[config.mk]
export PLATFORM = sky130hd
export DESIGN_NAME = vend_credit_fsm
export DESIGN_NICKNAME = d
export VERILOG_FILES = /design/src/rtl/vend_pkg.sv /design/src/rtl/vend_coin_decode.sv /design/src/rtl/vend_credit_fsm.sv
export SDC_FILE = /design/constraint.sdc
export NUM_CORES = 1
export LEC_CHECK = 0
export BUFFER_PORTS_ARGS = -buffer_cell sky130_fd_sc_hd__buf_2
export CAP_MARGIN = 30
export CORE_MARGIN = 4
export CORE_UTILIZATION = 45
export DETAILED_ROUTE_END_ITERATION = 7
export PLACE_DENSITY = 0.77
export SKIP_LAST_GASP = 1
export SYNTH_ARGS = -nofsm -noshare
export SYNTH_HDL_FRONTEND = slang
export SYNTH_SLANG_ARGS = --single-unit
[constraint.sdc]
create_clock -name clock -period 2.6 [get_ports clock]
set_clock_uncertainty 0.2 [all_clocks]
set_input_delay 0.78 -clock clock [delete_from_list [all_inputs] [get_ports clock]]
set_output_delay 0.78 -clock clock [all_outputs]
set_load 0.05 [all_outputs]
[src/rtl/vend_pkg.sv]
// vend_pkg: shared state and coin encodings for the vending credit controller
package vend_pkg;
    typedef enum logic [1:0] {IDLE, CREDIT, VEND, CHANGE} state_t;
    localparam logic [1:0] COIN_NICKEL  = 2'b00;
    localparam logic [1:0] COIN_DIME    = 2'b01;
    localparam logic [1:0] COIN_QUARTER = 2'b10;
    localparam logic [1:0] COIN_ILLEGAL = 2'b11;
endpackage

[src/rtl/vend_coin_decode.sv]
// vend_coin_decode: maps coin_type to its nickel value and a legal flag
module vend_coin_decode
    import vend_pkg::*;
#(
    parameter int CREDIT_W    = 5,
    parameter int DIME_VAL    = 2,
    parameter int QUARTER_VAL = 5
) (
    input  logic [1:0]        coin_type,
    output logic [CREDIT_W:0] value,
    output logic              legal
);
    localparam int VW = CREDIT_W + 1;

    assign legal = coin_type != COIN_ILLEGAL;
    assign value = coin_type == COIN_NICKEL  ? VW'(1) :
                   coin_type == COIN_DIME    ? VW'(DIME_VAL) :
                   coin_type == COIN_QUARTER ? VW'(QUARTER_VAL) : '0;
endmodule

[src/rtl/vend_credit_fsm.sv]
// vend_credit_fsm: coin credit accumulator, vend and nickel refund; VEND_SALES_CNT_EN adds sales_count
module vend_credit_fsm
    import vend_pkg::*;
#(
    parameter int CREDIT_W    = 5,
    parameter int PRICE       = 3,
    parameter int DIME_VAL    = 2,
    parameter int QUARTER_VAL = 5
) (
    input  logic                clock,
    input  logic                reset,
    input  logic                coin_valid,
    input  logic [1:0]          coin_type,
    input  logic                cancel,
    output logic                vend,
    output logic                change_nickel,
    output logic                coin_reject,
    output logic [CREDIT_W-1:0] credit,
    output logic                busy
`ifdef VEND_SALES_CNT_EN
    ,
    output logic [15:0]         sales_count
`endif
);
    localparam logic [CREDIT_W-1:0] PRICE_C = CREDIT_W'(PRICE);

    state_t              state;
    logic [CREDIT_W:0]   value;
    logic                legal;
    logic [CREDIT_W:0]   sum;
    logic [CREDIT_W-1:0] remainder;
    logic                accept;

    vend_coin_decode #(
        .CREDIT_W(CREDIT_W),
        .DIME_VAL(DIME_VAL),
        .QUARTER_VAL(QUARTER_VAL)
    ) u_decode (
        .coin_type(coin_type),
        .value(value),
        .legal(legal)
    );

    // the carry bit of the widened sum flags a coin that would overflow credit
    assign sum       = {1'b0, credit} + value;
    assign accept    = legal && !sum[CREDIT_W];
    assign remainder = credit - PRICE_C;

    assign vend          = state == VEND;
    assign change_nickel = state == CHANGE;
    assign busy          = state == VEND || state == CHANGE;

    // credit/state sequencing; any coin not taken into credit is flagged next cycle
    always_ff @(posedge clock) begin
        if (reset) begin
            state       <= IDLE;
            credit      <= '0;
            coin_reject <= 1'b0;
        end else begin
            coin_reject <= 1'b0;
            case (state)
                IDLE, CREDIT: begin
                    if (state == CREDIT && cancel) begin
                        state       <= CHANGE;
                        coin_reject <= coin_valid;
                    end else if (coin_valid && accept) begin
                        credit <= sum[CREDIT_W-1:0];
                        state  <= sum >= (CREDIT_W+1)'(PRICE) ? VEND : CREDIT;
                    end else if (coin_valid) begin
                        coin_reject <= 1'b1;
                    end
                end
                VEND: begin
                    credit      <= remainder;
                    state       <= remainder != '0 ? CHANGE : IDLE;
                    coin_reject <= coin_valid;
                end
                CHANGE: begin
                    credit      <= credit - 1'b1;
                    state       <= credit == CREDIT_W'(1) ? IDLE : CHANGE;
                    coin_reject <= coin_valid;
                end
            endcase
        end
    end

`ifdef VEND_SALES_CNT_EN
    // completed sales, wrapping at 16 bits
    always_ff @(posedge clock) begin
        if (reset) sales_count <= '0;
        else if (state == VEND) sales_count <= sales_count + 16'd1;
    end
`endif
endmodule

## Word level (Yosys, flattened, before mapping)

Cells that the tools add are included.

- Multiplexer cells: 16
- Add/sub/neg operators: 3
- Equality and inequality tests: 10
- $lt $le $gt $ge: 1
- Reductions and logical operators: 11

Operators with widths:

| kind | number |
|---|---|
| $pmux 5 s3 | 1 |
| $mux 6 | 2 |
| $mux 2 | 5 |
| $mux 5 | 2 |
| $add 5x6->6 | 1 |
| $eq 2x2->1 const B | 3 |
| $ge 6x2->1 const B | 1 |
| $ne 2x2->1 const B | 3 |
| $pmux 2 s3 | 1 |
| $eq 5x1->1 const B | 1 |
| $reduce_bool 5->1 | 1 |
| $sub 5x1->5 const B | 1 |
| $sub 5x2->5 const B | 1 |
| $eq 2x1->1 const B | 2 |
| $logic_not 2->1 | 2 |
| $reduce_or 2->1 | 2 |
| $logic_and 1x1->1 | 3 |
| $mux 1 | 3 |
| $mux 3 | 1 |
| $ne 3x3->1 const B | 1 |
| $pmux 1 s2 | 1 |
| $reduce_and 2->1 | 1 |
| $logic_not 1->1 | 1 |
| $logic_or 1x1->1 | 1 |

- Word-level logic and storage cells: 44
- Input bits: 6
- Register bits after elaboration: 8
- Output and inout port bits: 9

## Logic depth before layout (Yosys ltp)

Gate-level depths: netlist of run 1.

- Depth in word-level cells: 11
- Depth in mapped cells: 8
- Depth with buffers taken out: 8

## Cells and area by module

Synthesis of run 1 repeated with hierarchy kept, for this count alone.

- Cell total of the unflattened synthesis: 106
- Area total of the unflattened synthesis: 827.0 um^2

By module, submodules not included:

| module | area each (um^2) | times used | seq. area each (um^2) | cells an instance |
|---|---|---|---|---|
| vend_credit_fsm | 778.2 | 1 | 160.2 | 98 |
| vend_coin_decode | 48.8 | 1 | 0.0 | 8 |

## Worst setup path after synthesis of run 1

Ideal clock, no wire load.

- Path kind: input to register
- Start point: in coin_type[0]
- End point: reg state[0]
- Path buffers: 0
- Arrival: 2.472 ns
- Cell stages on the path: 8
- Slack: -0.151 ns
- Data required time: 2.321 ns
- Setup time: 0.079 ns
- Cell sequence: inv_1 > ha_1 > fa_1 > a21oi_1 > o2bb2ai_1 > or2_2 > o32a_1 > a211oi_2

- Cells in the longest elaborated chain, start to end: 10
- Elaborated cells on any way between the ends: 17
- Those cells by class: add/sub: 1; order compare: 1; eq/ne: 4; mux: 7; reduce/logical: 4

RTL lines:

| what | RTL line | source |
|---|---|---|
| start, declared | vend_credit_fsm.sv:13 | `input logic [1:0] coin_type,` |
| $eq 2x2->1 | vend_coin_decode.sv:18 | `coin_type == COIN_QUARTER ? VW'(QUARTER_VAL) : '0;` |
| $mux 3 | vend_coin_decode.sv:18 |  |
| $mux 6 | vend_coin_decode.sv:17 | `coin_type == COIN_DIME ? VW'(DIME_VAL) :` |
| $mux 6 | vend_coin_decode.sv:16 | `assign value = coin_type == COIN_NICKEL ? VW'(1) :` |
| $add 5x6->6 | vend_credit_fsm.sv:45 | `assign sum = {1'b0, credit} + value;` |
| $ge 6x2->1 | vend_credit_fsm.sv:68 | `state <= sum >= (CREDIT_W+1)'(PRICE) ? VEND : CREDIT;` |
| $mux 2 | vend_credit_fsm.sv:68 |  |
| $mux 2 | vend_credit_fsm.sv:66 | `end else if (coin_valid && accept) begin` |
| $mux 2 | vend_credit_fsm.sv:63 | `if (state == CREDIT && cancel) begin` |
| $pmux 2 s3 | vend_credit_fsm.sv:61 | `case (state)` |
| end signal, assigned | vend_credit_fsm.sv:68 |  |
| end signal, assigned | vend_credit_fsm.sv:75 | `state <= remainder != '0 ? CHANGE : IDLE;` |
| end signal, assigned | vend_credit_fsm.sv:80 | `state <= credit == CREDIT_W'(1) ? IDLE : CHANGE;` |
| end, declared | vend_credit_fsm.sv:27 | `state_t state;` |

Parallel ways exist; a longest one is shown, timed or not. The select of a mux whose other input is x is not followed.
A chain may end at the register's enable or synchronous reset.

## Worst setup path in the final report of run 1

Same ends and word-level chain as after synthesis.

==> results of run 1 <==
[worst max-delay path: stages]
cell	delay, ps
buf_2	120
inv_4	60
nor2_4	30
ha_1	280
a211o_1	270
o21a_2	130
mux2_4	300
o32a_1	350
a211oi_2	170
[cell usage after synthesis (2+ instances only)]
library cell and instances:
clkbuf_1 3, a21oi_1 7, ha_1 7, nand2_1 9, and2_1 2, xnor2_1 2, o21ai_0 5, a211oi_1 3
nand2b_1 3, nor2_1 5, dfxtp_1 8, nor4_1 2, inv_1 4, nor2b_1 2, xor2_1 2, a41oi_1 2
a211o_1 2
[state kept, by name, summed over array words and instances (netlist names)]
| name | flops |
|---|---|
| coin_reject | 1 |
| credit | 5 |
| state | 2 |
[kinds of logic after synthesis]
kind of cell	after synthesis	synth area share
xor+xnor	4	0.04683
mux	2	0.03344
flops	8	0.2140
buf+inv	11	0.06185
fa+ha+maj	9	0.1572
simple gates	28	0.1873
compound gates	31	0.2994
[area by class of cell]
| cell class | count | area [µm²] | area share |
|---|---|---|---|
| Multi-Input combinational cell | 74 | 570.5 | 0.6255 |
| Sequential cell | 8 | 162.7 | 0.1783 |
| Timing Repair Buffer | 20 | 115.1 | 0.1262 |
| Clock buffer | 3 | 22.52 | 0.02469 |
| Inverter | 5 | 21.27 | 0.02332 |
| Tap cell | 16 | 20.02 | 0.02195 |
[metal layers]
metal | part of all wire | up-vias | track usage
li1 | - | 375 | -
met5 | 0 | - | 0
met4 | 0.020 | 0 | 0.05381
met3 | 0.057 | 6 | 0.04893
met1 | 0.42 | 343 | 0.1978
met2 | 0.50 | 18 | 0.2957
[power by group]
group	internal [mW]	switching (mW)
clock network	0.0529	0.0436
registers	0.173	0.112
logic	0.289	0.429
[stage by stage]
step	hold WS [ps]	setup WS, ps	instances	setup TNS, ps
after detailed placement	365.9	-180.2	123	-421.6
after global placement	360.0	-144.2	123	-247.0
final	369.1	91.80	126	0
after global routing	406.8	3.621	126	0
after floorplan	341.3	27.44	93	0
after CTS	373.3	80.03	126	0
[how the worst max path moves through the flow]
stage                  from       end  slack [ps]
2_1_floorplan  coin_type[0]  state[0]          30
3_3_place_gp   coin_type[0]  state[0]        -140
3_5_place_dp   coin_type[0]  state[0]        -180
4_1_cts        coin_type[0]  state[0]          80
5_1_grt        coin_type[0]  state[0]           4
6_report       coin_type[0]  state[0]          90
==> flow_metrics.env, run 1 <==
export IMPL_end_kind="register"
export IMPL_yosysTopAreaCell="dfxtp_1"
export IMPL_synth_seq_cells=8
export IMPL_power_density_mw_per_mm2=1206
export IMPL_syn_to_final_growth_pct=21.91
export IMPL_synth_top_cells_by_area="dfxtp_1 (21%), ha_1 (12%), a21oi_1 (4.7%), nand2_1 (4.5%), o21ai_0 (3.3%)"
export IMPL_drt_initial_drc_count=18
export IMPL_place_gp_congestion=0.9510
export IMPL_cts_tree="built"
export IMPL_cts_made_buffers=3
export IMPL_ios=15
export IMPL_core_area_mm2=0.001541
export IMPL_synthArstFlopShare=0
export IMPL_row_count=14
export IMPL_netlist_instances=93
export IMPL_grt_pass1_wl_mm=3.249
export IMPL_grt_antenna_before_repair=0
export IMPL_reg2reg_depth=7
export IMPL_hpwl_mm=1.437
export IMPL_rsz0062_at_grt="no"
export IMPL_clk_pin_slew_ps=50
export IMPL_synth_edf_count=0
export IMPL_clkLatencyLatePin_ps=260
export IMPL_final_common_cell="buf_2"
export IMPL_hold_violations=0
export IMPL_regToRegStartpoint="credit[0]"
export IMPL_hold_buffers=0
export IMPL_rrSetupSlack_ps=350
export IMPL_final_nets=126
export IMPL_criticalPathCategory="in -> reg"
export IMPL_placed_cell_area_um2=889.6
export IMPL_grt_use_total=0.1700
export IMPL_final_layout_size_suffix_gt1_frac=0.3364
export IMPL_layout_cells_most_common_list="buf_2 (14), nand2_1 (9), a21oi_1 (6), dfxtp_1 (6), buf_4 (6)"
export IMPL_power_mw=1.100
export IMPL_fmax_mhz=398.7
export IMPL_fin_area_um2=912.1
export IMPL_syn_area_um2=748.2
export IMPL_cts_resized=0
export IMPL_grt_pass1_vias=750
export IMPL_clock_root_buffer="clkbuf_4"
export IMPL_min_delay_start="credit[1]"
export IMPL_cp_max_fo=3
export IMPL_overflow=0
export IMPL_dr_pass1_iters=4
export IMPL_dieArea_mm2=0.002379
export IMPL_dieHeight_um=48.78
export IMPL_setup_viol_count_final=0
export IMPL_worstMarginPinSlew_ps=479.5
export IMPL_cts_buffer_depth=2
export IMPL_port_buffers=14
export IMPL_post_cts_buffers=0
export IMPL_worstPathArrival_ps=2490
export IMPL_n_fill_cell=151
export IMPL_p_leak_nw=0.3939
export IMPL_avgViaCountPerCell=5.889
export IMPL_reg2reg_to="state[0]"
export IMPL_post_route_period_util=0.9647
export IMPL_clock_sinks=8
export IMPL_wl_per_cell_um=14.28
export IMPL_synth_avg_cell_area_um2=8.045
export IMPL_report_final_slew_viol_count=0
export IMPL_post_route_util=0.5917
export IMPL_period_minus_slack_ps=2508
export IMPL_grt_max_degree=13
export IMPL_yosys_cell_types_count=42
export IMPL_diodes=0
export IMPL_ir_worst_vdd_mv=0.7938
export IMPL_yosysSeqAreaShare=0.2140
export IMPL_die_width_um=48.78
export IMPL_hold_path_depth=2
export IMPL_cp_start_kind="primary input"
export IMPL_detail_route_antenna_nets=0
export IMPL_routed_wl_mm=1.799
export IMPL_start_util=0.4854
export IMPL_yosys_warnings=0
export IMPL_via_count=742
export IMPL_cp_data_required_time_ps=2580
export IMPL_hold_path_class="reg -> reg"
export IMPL_maxCapViolCount=0
export IMPL_cts_htree_levels=1
export IMPL_drc_errors=0
export IMPL_min_to="credit[1]"
export IMPL_synth_top_area_share=0.2140
export IMPL_ys_flop_type="dfxtp_1"
export IMPL_max_slew_margin=0.6800
export IMPL_outcome="finished, final reports clean"
export IMPL_syn_num_nets=107
Note: power is estimated with default switching activity, not from simulation.
==> run 2, diff against run 1 <==
Settings changed: CELL_PAD_IN_SITES_DETAIL_PLACEMENT set to 1, CELL_PAD_IN_SITES_GLOBAL_PLACEMENT set to 2, CORE_UTILIZATION 45 to 27, PLACE_DENSITY 0.77 to 0.79, RECOVER_POWER set to 50.
==> flow_metrics.env, run 2 (synthesis gave the netlist of run 1 again) <==
export IMPL_power_density_mw_per_mm2=1221
export IMPL_final_setup_tns_ps=0
export IMPL_port_buffers=14
export IMPL_place_gp_congestion=0.7565
export IMPL_grt_antenna_before_repair=0
export IMPL_top_regs="credit (5), state (2), coin_reject (1)"
export IMPL_finalWorstSetupSlack_ps=58.65
export IMPL_cp_slowest_stage_delay_ps=340
export IMPL_syn_to_final_growth_pct=25.42
export IMPL_grt_pass1_wl_mm=3.795
export IMPL_worstMarginPinSlew_ps=591.3
export IMPL_cp_top_family="compound AO/OA/AOI/OAI gates"
export IMPL_post_route_period_util=0.9774
export IMPL_dieHeight_um=60.64
export IMPL_hpwl_mm=1.719
export IMPL_dieArea_mm2=0.003677
export IMPL_fmax_mhz=393.5
export IMPL_cp_max_fo=3
export IMPL_via_count=781
export IMPL_setup_viol_count_final=0
export IMPL_report_final_slew_viol_count=0
export IMPL_detail_route_antenna_nets=0
export IMPL_cts_made_buffers=3
export IMPL_diodes=0
export IMPL_ir_worst_vdd_mv=0.6482
export IMPL_slowest_stage="o32a_1"
export IMPL_avgViaCountPerCell=5.539
export IMPL_clock_root_buffer="clkbuf_4"
export IMPL_p_leak_nw=0.3834
export IMPL_grt_use_total=0.1403
export IMPL_end_kind="register"
export IMPL_top_register="credit"
export IMPL_grt_max_degree=13
export IMPL_final_common_cell="buf_2"
export IMPL_worstPathArrival_ps=2530
export IMPL_rrSetupSlack_ps=340
export IMPL_cp_start_kind="primary input"
export IMPL_maxCapViolCount=0
export IMPL_n_fill_cell=321
export IMPL_outcome="finished, final reports clean"
export IMPL_placed_cells=137
export IMPL_rsz0062_at_grt="no"
export IMPL_start_util=0.2914
export IMPL_path_buf_inv=2
export IMPL_clk_pin_slew_ps=70
export IMPL_hold_violations=0
export IMPL_overflow=0
export IMPL_drc_errors=0
export IMPL_final_nets=127
export IMPL_routed_wl_mm=2.313
export IMPL_clock_sinks=8
export IMPL_drt_initial_drc_count=17
export IMPL_largest_reg_flops=5
export IMPL_max_slew_margin=0.6075
export IMPL_layout_cells_most_common_list="buf_2 (10), nand2_1 (9), buf_4 (7)"
export IMPL_cts_buffer_depth=2
export IMPL_path_cells="buf_2 > inv_4 > nor2_4 > ha_1 > a211o_1 > o21a_2 > mux2_4 > o32a_1 > a211oi_2"
export IMPL_period_minus_slack_ps=2541
export IMPL_ios=15
export IMPL_cp_data_required_time_ps=2590
export IMPL_final_layout_size_suffix_gt1_frac=0.3153
export IMPL_clkLatencyLatePin_ps=270
export IMPL_grt_pass1_vias=808
export IMPL_place_ws_ps=-227.1
export IMPL_die_width_um=60.64
export IMPL_finalNonFillerCells=141
export IMPL_dr_pass1_iters=4
export IMPL_row_count=18
export IMPL_cts_htree_levels=1
export IMPL_hold_path_class="reg -> reg"
export IMPL_wl_per_cell_um=16.40
export IMPL_fin_area_um2=938.4
export IMPL_cts_tree="built"
export IMPL_criticalPathCategory="in -> reg"
export IMPL_core_area_mm2=0.002567
export IMPL_placed_cell_area_um2=907.1
run 2: changes by cell type in the layout (fill, tap and decap cells not counted):
| cell | delta |
|---|---|
| buf_4 | +1 |
| o2111ai_2 | +1 |
| buf_2 | -4 |
| o2111ai_1 | -1 |
| clkbuf_1 | +4 |
run 2: cell type report:
type	count	area [µm²]	share of cell area
sequential	8	162.7	0.1733
timing repair buffer	21	117.6	0.1253
clock buffer	3	22.52	0.02400
tap	30	37.54	0.04000
inverter	5	21.27	0.02267
multi-input combinational	74	576.8	0.6147
run 2: worst min-delay path: stages (launching register included):
cell	delay [ps]
dfxtp_2	390
nand2_1	80
a311oi_1	70
run 2: timing repair:
item                                    in CTS  in global routing
buffers inserted                             0                  1
hold buffers                                 0                  0
endpoints found under the setup margin       0                  2
hold endpoints to repair                     0                  0
resized for setup                            0                  1
run 2: metal layers:
layer | track usage | part of all wire | up-vias
li1 | - | - | 378
met1 | 0.1758 | 0.45 | 389
met2 | 0.2366 | 0.52 | 10
met3 | 0.03830 | 0.027 | 4
met4 | 0.03715 | 0.0086 | 0
met5 | 0 | 0 | -
run 2: through the flow:
stage	power (mW)	hold slack (ps)	util
2_1_floorplan	0.8418	341.3	-
4_1_cts	1.139	388.2	0.3621
3_3_place_gp	1.008	365.3	0.3533
6_report	1.146	380.9	0.3655
3_5_place_dp	1.030	378.5	0.3533
5_1_grt	1.247	411.2	0.3655
run 2: final timing paths:
kind	cells past startpoint	to	startpoint
worst max-delay path	9	state[0]	coin_type[0]
worst min-delay path	2	credit[1]	credit[1]
worst max register to register	7	state[0]	credit[0]
worst min register to register	2	credit[1]	credit[1]
run 2: report_power, final:
part           total (mW)  internal [mW]  switching [mW]
combinational       0.744          0.297           0.446
sequential          0.298          0.173           0.125
clock               0.104         0.0533          0.0508
==> run 3, diff against run 2 <==
Settings changed: CELL_PAD_IN_SITES_DETAIL_PLACEMENT 1 to not set, CELL_PAD_IN_SITES_GLOBAL_PLACEMENT 2 to not set, CORE_UTILIZATION 27 to 45, PLACE_DENSITY 0.79 to 0.77.
==> flow_metrics.env, run 3 (synthesis gave the netlist of run 1 again) <==
export IMPL_hold_path_class="reg -> reg"
export IMPL_cts_resized=0
export IMPL_start_util=0.4854
export IMPL_die_width_um=48.78
export IMPL_dieArea_mm2=0.002379
export IMPL_p_switching_mw=0.5866
export IMPL_worstPathArrival_ps=2490
export IMPL_period_minus_slack_ps=2509
export IMPL_drc_errors=0
export IMPL_clock_root_buffer="clkbuf_4"
export IMPL_p_comb_frac=0.649
export IMPL_power_density_mw_per_mm2=1208
export IMPL_reg2reg_depth=7
export IMPL_end_kind="register"
export IMPL_core_area_mm2=0.001541
export IMPL_criticalPathCategory="in -> reg"
export IMPL_setup_viol_count_final=0
export IMPL_grt_pass1_wl_mm=3.249
export IMPL_cp_max_fo=3
export IMPL_clk_pin_slew_ps=50
export IMPL_cts_htree_levels=1
export IMPL_intPower_mw=0.5046
export IMPL_cp_data_required_time_ps=2580
export IMPL_cts_made_buffers=3
export IMPL_hpwl_mm=1.437
export IMPL_diodes=0
export IMPL_finalNonFillerCells=126
export IMPL_port_buffers=14
export IMPL_power_share_clock=0.088
export IMPL_row_count=14
export IMPL_rsz0062_at_grt="no"
export IMPL_hold_path_depth=2
export IMPL_grt_pass1_vias=750
export IMPL_ir_worst_vdd_mv=0.7895
export IMPL_report_final_slew_viol_count=0
export IMPL_hold_buffers=0
export IMPL_grt_use_total=0.1700
export IMPL_grt_max_degree=13
export IMPL_cts_buffer_depth=2
export IMPL_pwr_share_seq=0.263
export IMPL_top_register="credit"
export IMPL_placed_cells=123
export IMPL_dr_pass1_iters=4
export IMPL_clkLatencyLatePin_ps=260
export IMPL_drt_initial_drc_count=18
export IMPL_outcome="finished, final reports clean"
export IMPL_p_leak_nw=0.3658
export IMPL_via_count=750
export IMPL_avgViaCountPerCell=5.952
export IMPL_maxCapViolCount=0
export IMPL_final_nets=126
export IMPL_dieHeight_um=48.78
export IMPL_cts_tree="built"
export IMPL_place_ws_ps=-180.2
export IMPL_clock_sinks=8
export IMPL_final_common_cell="nand2_1"
export IMPL_rrSetupSlack_ps=350
export IMPL_p_sw_frac=0.5376
export IMPL_post_route_period_util=0.9652
export IMPL_max_slew_margin=0.6069
export IMPL_syn_to_final_growth_pct=20.74
export IMPL_grt_antenna_before_repair=0
export IMPL_finalWorstSetupSlack_ps=90.56
export IMPL_cp_start_kind="primary input"
export IMPL_worstMarginPinSlew_ps=592.2
export IMPL_detail_route_antenna_nets=0
export IMPL_largest_reg_flops=5
export IMPL_routed_wl_mm=1.798
export IMPL_post_cts_buffers=0
export IMPL_wl_per_cell_um=14.27
export IMPL_place_gp_congestion=0.9510
export IMPL_n_fill_cell=156
export IMPL_ios=15
export IMPL_top_regs="credit (5), state (2), coin_reject (1)"
export IMPL_final_layout_size_suffix_gt1_frac=0.2727
export IMPL_overflow=0
export IMPL_hold_violations=0
export IMPL_fmax_mhz=398.5
export IMPL_layout_cells_most_common_list="nand2_1 (9), clkbuf_1 (7)"
-- run 3: changes by cell type in the layout (fill, tap and decap cells not counted), sizes merged --
cell and delta:
buf -5, clkbuf +4
-- run 3: power groups by stage --
stage / logic [mW] / registers [mW] / clock network [mW]
3_3_place_gp: 0.699 / 0.286 / 0
3_5_place_dp: 0.717 / 0.288 / 0
5_1_grt: 0.777 / 0.301 / 0.110
4_1_cts: 0.720 / 0.286 / 0.101
6_report: 0.708 / 0.287 / 0.0965
2_1_floorplan: 0.499 / 0.343 / 0
-- run 3: area by class of cell --
cell class              instances  area [µm²]  area share
multi-input cells              74       570.5      0.6316
flip-flops and latches          8       162.7      0.1801
repair buffers                 20       106.4      0.1177
clock buffers                   3       22.52     0.02493
inverters                       5       21.27     0.02355
well taps                      16       20.02     0.02216
-- run 3: worst paths after layout --
check                    start         to
hold / removal       credit[1]  credit[1]
hold reg to reg      credit[1]  credit[1]
setup / recovery  coin_type[0]   state[0]
setup reg to reg     credit[0]   state[0]
-- run 3: per-stage QoR --
stage | cell area [µm²] | utilization | total power, mW | setup TNS, ps | hold slack [ps]
after floorplan | 782.0 | - | 0.8418 | 0 | 341.3
after global placement | 889.6 | 0.5771 | 0.9851 | -247.0 | 360.0
after detailed placement | 889.6 | 0.5771 | 1.006 | -421.6 | 365.9
after CTS | 912.1 | 0.5917 | 1.107 | 0 | 373.3
after global routing | 903.4 | 0.5860 | 1.188 | 0 | 408.1
final | 903.4 | 0.5860 | 1.091 | 0 | 373.0
-- run 3: routing by layer --
| layer | track usage | wire, µm | up-vias |
|---|---|---|---|
| met5 | 0 | 0 | - |
| met4 | 0.05381 | 36 | 0 |
| met3 | 0.04893 | 111 | 6 |
| met2 | 0.2957 | 900 | 20 |
| met1 | 0.1978 | 750 | 348 |
| li1 | - | - | 376 |
-- run 3: worst max-delay path: stages --
cell and delay, ps:
buf_2 120, inv_4 60, nor2_4 30, ha_1 280, a211o_1 270, o21a_2 130, mux2_4 300, o32a_1 350
a211oi_2 170
